## config.mk

```make
export PLATFORM = sky130hd
export DESIGN_NAME = rob_commit_unit
export DESIGN_NICKNAME = d
export VERILOG_FILES = /design/src/rtl/rob_commit_unit.sv
export SDC_FILE = /design/constraint.sdc
export NUM_CORES = 1
export LEC_CHECK = 0
export CAP_MARGIN = 20
export CORE_ASPECT_RATIO = 1.75
export CORE_MARGIN = 5
export CORE_UTILIZATION = 28
export DETAILED_ROUTE_END_ITERATION = 6
export PLACE_DENSITY_LB_ADDON = 0.2
export SLEW_MARGIN = 20
export SYNTH_ARGS = -nofsm -noshare
export SYNTH_HDL_FRONTEND = slang
export SYNTH_SLANG_ARGS = --single-unit
```

## constraint.sdc

```tcl
create_clock -name clk -period 2.8 [get_ports clk]
set_clock_uncertainty 0.05 [all_clocks]
set_input_delay 0.56 -clock clk [delete_from_list [all_inputs] [get_ports clk]]
set_output_delay 0.56 -clock clk [all_outputs]
set_load 0.01 [all_outputs]
```

## src/rtl/rob_commit_unit.sv

```systemverilog
// rob_commit_unit: in-order commit of the ROB head, holding stores until memory accepts them
module rob_commit_unit #(
  parameter int ADDR = 7,
  parameter int CNT_W = 32
) (
  input  logic             clk,
  input  logic             rstn,
  input  logic             head_valid,
  input  logic             empty,
  input  logic [ADDR-1:0]  head_tag,
  input  logic [113:0]     RD_W,
  input  logic             mem_ready,
  output logic             retire,
  output logic             rf_WE,
  output logic [4:0]       rf_WA,
  output logic [31:0]      rf_WD,
  output logic             mem_req,
  output logic [31:0]      mem_addr,
  output logic [31:0]      mem_WD,
  output logic             commit_valid,
  output logic [ADDR-1:0]  commit_tag,
  output logic [31:0]      commit_pc,
  output logic [CNT_W-1:0] retire_cnt
);
  typedef enum logic {IDLE, MEM_WAIT} state_t;
  state_t state, next;
  logic [113:0] held;
  logic [ADDR-1:0] held_tag;
  logic [113:0] ent;
  logic [ADDR-1:0] tag;
  logic go, store, unused_bits;
  assign go = head_valid & ~empty;
  assign store = go & RD_W[33];
  // A parked store retires from its latched copy; the live head is ignored meanwhile
  assign ent = state == MEM_WAIT ? held : RD_W;
  assign tag = state == MEM_WAIT ? held_tag : head_tag;
  assign unused_bits = ^{ent[113], ent[43:33]};
  always_comb begin
    retire = state == IDLE ? go & ~RD_W[33] : mem_ready;
    next = state == IDLE ? (store ? MEM_WAIT : IDLE) : (mem_ready ? IDLE : MEM_WAIT);
  end
  always_ff @(posedge clk or negedge rstn) begin
    if (!rstn) begin
      state <= IDLE;
      held <= '0;
      held_tag <= '0;
      mem_req <= 1'b0;
      mem_addr <= '0;
      mem_WD <= '0;
      rf_WE <= 1'b0;
      rf_WA <= '0;
      rf_WD <= '0;
      commit_valid <= 1'b0;
      commit_tag <= '0;
      commit_pc <= '0;
      retire_cnt <= '0;
    end else begin
      state <= next;
      if (state == IDLE && store) begin
        held <= RD_W;
        held_tag <= head_tag;
        mem_addr <= RD_W[107:76];
        mem_WD <= RD_W[75:44];
        mem_req <= 1'b1;
      end else if (state == MEM_WAIT && mem_ready) begin
        mem_req <= 1'b0;
      end
      rf_WE <= retire & ent[32] & (|ent[112:108]);
      commit_valid <= retire;
      if (retire) begin
        rf_WA <= ent[112:108];
        rf_WD <= ent[107:76];
        commit_tag <= tag;
        commit_pc <= ent[31:0];
        retire_cnt <= retire_cnt + CNT_W'(1);
      end
    end
  end
endmodule

```

# Yosys cells after proc, flatten, opt, wreduce, memory -nomap -nowiden
# Cells that the tools add are included.
dict set report totals {
  register_bits 296
  input_bits 126
  out_inout_bits 176
  wordCells 34
}
dict set report classes {
  addsub 1
  muxes 8
  bitwise_logic 8
  reduce_logical 4
}
# op count
set ops {}
lappend ops {{2-to-1 mux 113 bit} 1}
lappend ops {{adder 32 x 1 -> 32 bit (second input constant)} 1}
lappend ops {{2-to-1 mux 7 bit} 1}
lappend ops {{2-to-1 mux 1 bit} 6}
lappend ops {{AND 1 bit} 5}
lappend ops {{OR reduction 5 bit} 1}
lappend ops {{NOT 1 bit} 3}
lappend ops {{logical AND 1 bit} 2}
lappend ops {{nonzero test 2 bit} 1}

# Depth between registers and ports, before layout
dict set report logic_depth {
  ltp_word 6
  depth_mapped 6
  ltp_nobuf 4
}

# Worst setup path before layout
# No wires, ideal clock.
dict set report synth_path {
  path_type {in2out}
  start {in empty}
  end {out retire}
  arrival_time_ps 1810
  required_ps 2190
  setup_slack_ps 380
  stages 4
  path_buffers 2
  cell_sequence {or4b_4 > nand2_1 > clkbuf_1 > clkbuf_1}
}
dict set report synth_via {
  elab_chain_cells 4
}
# item line_no
set synth_lines {}
lappend synth_lines {{start: declaration} 9} ;# input logic empty,
lappend synth_lines {{NOT 1 bit} 32} ;# assign go = head_valid & ~empty;
lappend synth_lines {{AND 1 bit} 32}
lappend synth_lines {{AND 1 bit} 39} ;# retire = state == IDLE ? go & ~RD_W[33] : mem_ready;
lappend synth_lines {{2-to-1 mux 1 bit} 39}
lappend synth_lines {{end: declaration} 13} ;# output logic retire,
# Every way passes these cells.

# Worst setup path after layout
dict set report layout_path {
  start {reg state}
  end {out retire}
}
dict set report layout_via {
  elab_chain_cells 1
}
# item line_no
set layout_lines {}
lappend layout_lines {{start: declaration} 26} ;# state_t state, next;
lappend layout_lines {{start signal: assignment} 58} ;# state <= next;
lappend layout_lines {{2-to-1 mux 1 bit} 39}
# Every way passes these cells.

==> impl_metrics.py <==
metrics = {
    "grt": {
        "grt_overflow": 0,
        "grt_usage": 0.140,
        "antenna_found_initial": 0,
        "use_met3": 0.0294,
        "top_usage_layer": "met2",
        "grt_start_max_net_pins": 61,
        "met2_usage": 0.262,
        "grt_first_pass_wirelength_mm": 41.9,
        "grt_pass1_vias": 6894,
        "grt_use_met1": 0.157,
    },
    "yosys": {
        "synthesis.area_um2": 9630,
        "yosysWarnings": 0,
        "synthDistinctLibCells": 36,
        "synthCells": 778,
        "synth.avg_cell_area_um2": 12.4,
        "ys_seq_area_frac": 0.574,
        "syn_nets": 905,
        "synth_seq_cells": 221,
    },
    "cells_and_area": {
        "layout_common_cells": "clkdlybuf4s50_1 (288), dfrtp_1 (220), mux2_2 (110)",
        "synthToLayoutAreaGrowth_pct": 39.9,
        "register_area_um2": 5530,
        "multi_input_area_um2": 3440,
        "nets": 1138,
        "layout_commonest_cell": "clkdlybuf4s50_1",
        "drive_gt1_frac": 0.167,
        "n_antenna_cell": 0,
        "fin_cells": 1487,
        "fillers": 3387,
    },
    "clocking": {
        "cts.path.max_buffers": 3,
        "clock-sinks": 221,
        "cts_buffers": 24,
        "h-tree-depth": 1,
        "root_buffer": "clkbuf_16",
        "cts_resized": 0,
        "clk_pin_slew_worst_paths_ns": 0.06,
        "clock_latency_ns": 0.53,
        "tritoncts": "done",
    },
    "power_and_ir_drop": {
        "total_power_uw": 10200,
        "power_density_nw_per_um2": 754,
        "p_leak_uw": 0.00549,
        "peakVddDrop_uv": 493,
    },
    "routing": {
        "vias_per_cell": 4.39,
        "routed_wl_mm": 27.2,
        "vias": 6522,
        "route.detailed.drc": 0,
        "ant_nets": 0,
        "first_pass_iters": 4,
        "drt_iter0_drc": 168,
        "wl_per_cell_um": 18.3,
    },
    "sta": {
        "fmax_mhz": 384,
        "final-setup-viol-count": 0,
        "period_needed_ns": 2.60,
        "slew_violations": 0,
        "tightest_slew_ns": 1.08,
        "fin_setup_tns_ns": 0,
        "finalHoldViolCount": 0,
        "slew_headroom": 0.283,
        "fin_crit_sh": 0.929,
        "rsz0062_at_grt": "false",
    },
    "die": {
        "rows": 90,
        "ios": 302,
        "die_y_um": 255,
        "die-area_um2": 38400,
        "start_util": 0.281,
        "core-area_um2": 34200,
        "fp.dieW_um": 150,
    },
    "critical_path": {
        "crit_arrival_ns": 1.99,
        "endpoint_kind": "output port",
        "cp_data_required_time_ns": 2.19,
        "start_kind": "flip-flop",
        "cp_max_fo": 5,
        "crit_type": "reg2out",
    },
    "run_status": {
        "status": "complete, no violations",
    },
    "min_path": {
        "hp-class": "reg2reg",
    },
    "job": {
        "drv_cap": 0,
    },
    "place": {
        "dp_hpwl_mm": 19.5,
        "dpl.cell_count": 1444,
        "io_buffers": 290,
        "place_congestion": 0.756,
    },
}
metrics by stage:
| stage | instance area [um2] | setup WS (ns) | util | hold WS, ns |
|---|---|---|---|---|
| 2_1_floorplan | 9630 | 0.380 | - | 0.214 |
| 6_report | 13500 | 0.198 | 0.394 | 0.431 |
| 4_1_cts | 13500 | 0.116 | 0.394 | 0.437 |
| 5_1_grt | 13500 | 0.109 | 0.394 | 0.450 |
| 3_3_place_gp | 12700 | 0.119 | 0.372 | 0.416 |
| 3_5_place_dp | 12700 | 0.115 | 0.372 | 0.419 |
metal layers:
metal,part of all wire,vias to the layer above
met1,0.37,3183
met2,0.54,184
met3,0.061,36
met5,0,-
li1,-,3119
met4,0.024,0
flip-flops by register name, indices dropped and copies added (netlist names):
register      flops
retire_cnt       32
mem_req           1
commit_valid      1
commit_pc        32
rf_WD            32
rf_WE             1
held             40
commit_tag        7
state             1
mem_WD           31
held_tag          7
mem_addr         31
rf_WA             5
path summary, 6_finish.rpt:
path | startpoint | to | slack (ns) | cells after the start
hold / removal | retire_cnt[22] | retire_cnt[22] | 0.43 | 1
setup / recovery | state | retire | 0.20 | 3
max in group asynchronous | rstn | mem_WD[8] | 1.45 | 3
setup reg to reg | state | retire_cnt[25] | 0.59 | 4
hold reg to reg | retire_cnt[22] | retire_cnt[22] | 0.43 | 1
min in group asynchronous | rstn | retire_cnt[17] | 0.51 | 2
where the power goes:
group	internal (uW)	switching (uW)
combinational	1640	1140
sequential	3900	430
clock	1740	1310
total	7270	2890
cell usage after synthesis:
| master | count | share of area |
|---|---|---|
| dfrtp_1 | 221 | 0.57 |
| mux2_2 | 110 | 0.13 |
| nor2_1 | 80 | 0.031 |
| a21oi_1 | 77 | 0.040 |
| mux2i_1 | 76 | 0.079 |
| buf_4 | 64 | 0.050 |
| xor2_1 | 21 | 0.019 |
| clkbuf_1 | 19 | 0.0074 |
| buf_2 | 16 | 0.0083 |
| nand2_1 | 13 | 0.0051 |
| xnor2_1 | 10 | 0.0091 |
| nand3_1 | 9 | 0.0047 |
| nand4_1 | 8 | 0.0052 |
| nor3_1 | 8 | 0.0042 |
| nor4_1 | 7 | 0.0045 |
| and3_1 | 6 | 0.0039 |
| and4_1 | 6 | 0.0055 |
| buf_1 | 4 | 0.0016 |
| inv_1 | 4 | 0.0016 |
| nor4b_1 | 2 | 0.0018 |
| or2_2 | 2 | 0.0013 |
| a2111o_1 | 1 | 0.0012 |
| a2111oi_0 | 1 | 0.00091 |
| a211oi_2 | 1 | 0.0013 |
| a21bo_2 | 1 | 0.0010 |
| a21o_1 | 1 | 0.00078 |
| and2_1 | 1 | 0.00065 |
| buf_6 | 1 | 0.0012 |
| ha_1 | 1 | 0.0013 |
| nand2b_1 | 1 | 0.00065 |
| nor3b_1 | 1 | 0.00078 |
| o211ai_1 | 1 | 0.00078 |
| o21a_1 | 1 | 0.00078 |
| o21ai_0 | 1 | 0.00052 |
| or4_1 | 1 | 0.00078 |
| or4b_4 | 1 | 0.0014 |
layout make-up:
class                      count  share of cell area
multi-input combinational    449               0.255
timing repair buffer         311               0.236
clock inverter                 5             0.00455
sequential                   221               0.411
tap                          460              0.0427
inverter                       4             0.00111
clock buffer                  37              0.0497
cells by family (layout without fill, tap and decap cells):
| group | Yosys count | after routing | share of synthesized area |
|---|---|---|---|
| buf+inv | 108 | 357 | 0.0699 |
| compound gates | 85 | 85 | 0.0473 |
| simple gates | 146 | 146 | 0.0716 |
| xor+xnor | 31 | 31 | 0.0282 |
| mux | 186 | 186 | 0.208 |
| fa+ha+maj | 1 | 1 | 0.00130 |
| flops | 221 | 221 | 0.574 |
worst max-delay path, cell delays in order (launching register included):
cell and delay, ns:
dfrtp_4 0.51, or4b_4 0.61, nand2_4 0.20, buf_12 0.13
what timing repair did:
action | 4_1_cts | 5_1_grt
setup buffers | 0 | 0
hold endpoints to repair | 52 | 0
hold buffers | 1 | 0
No activity file was read; power rests on OpenSTA's default activity.
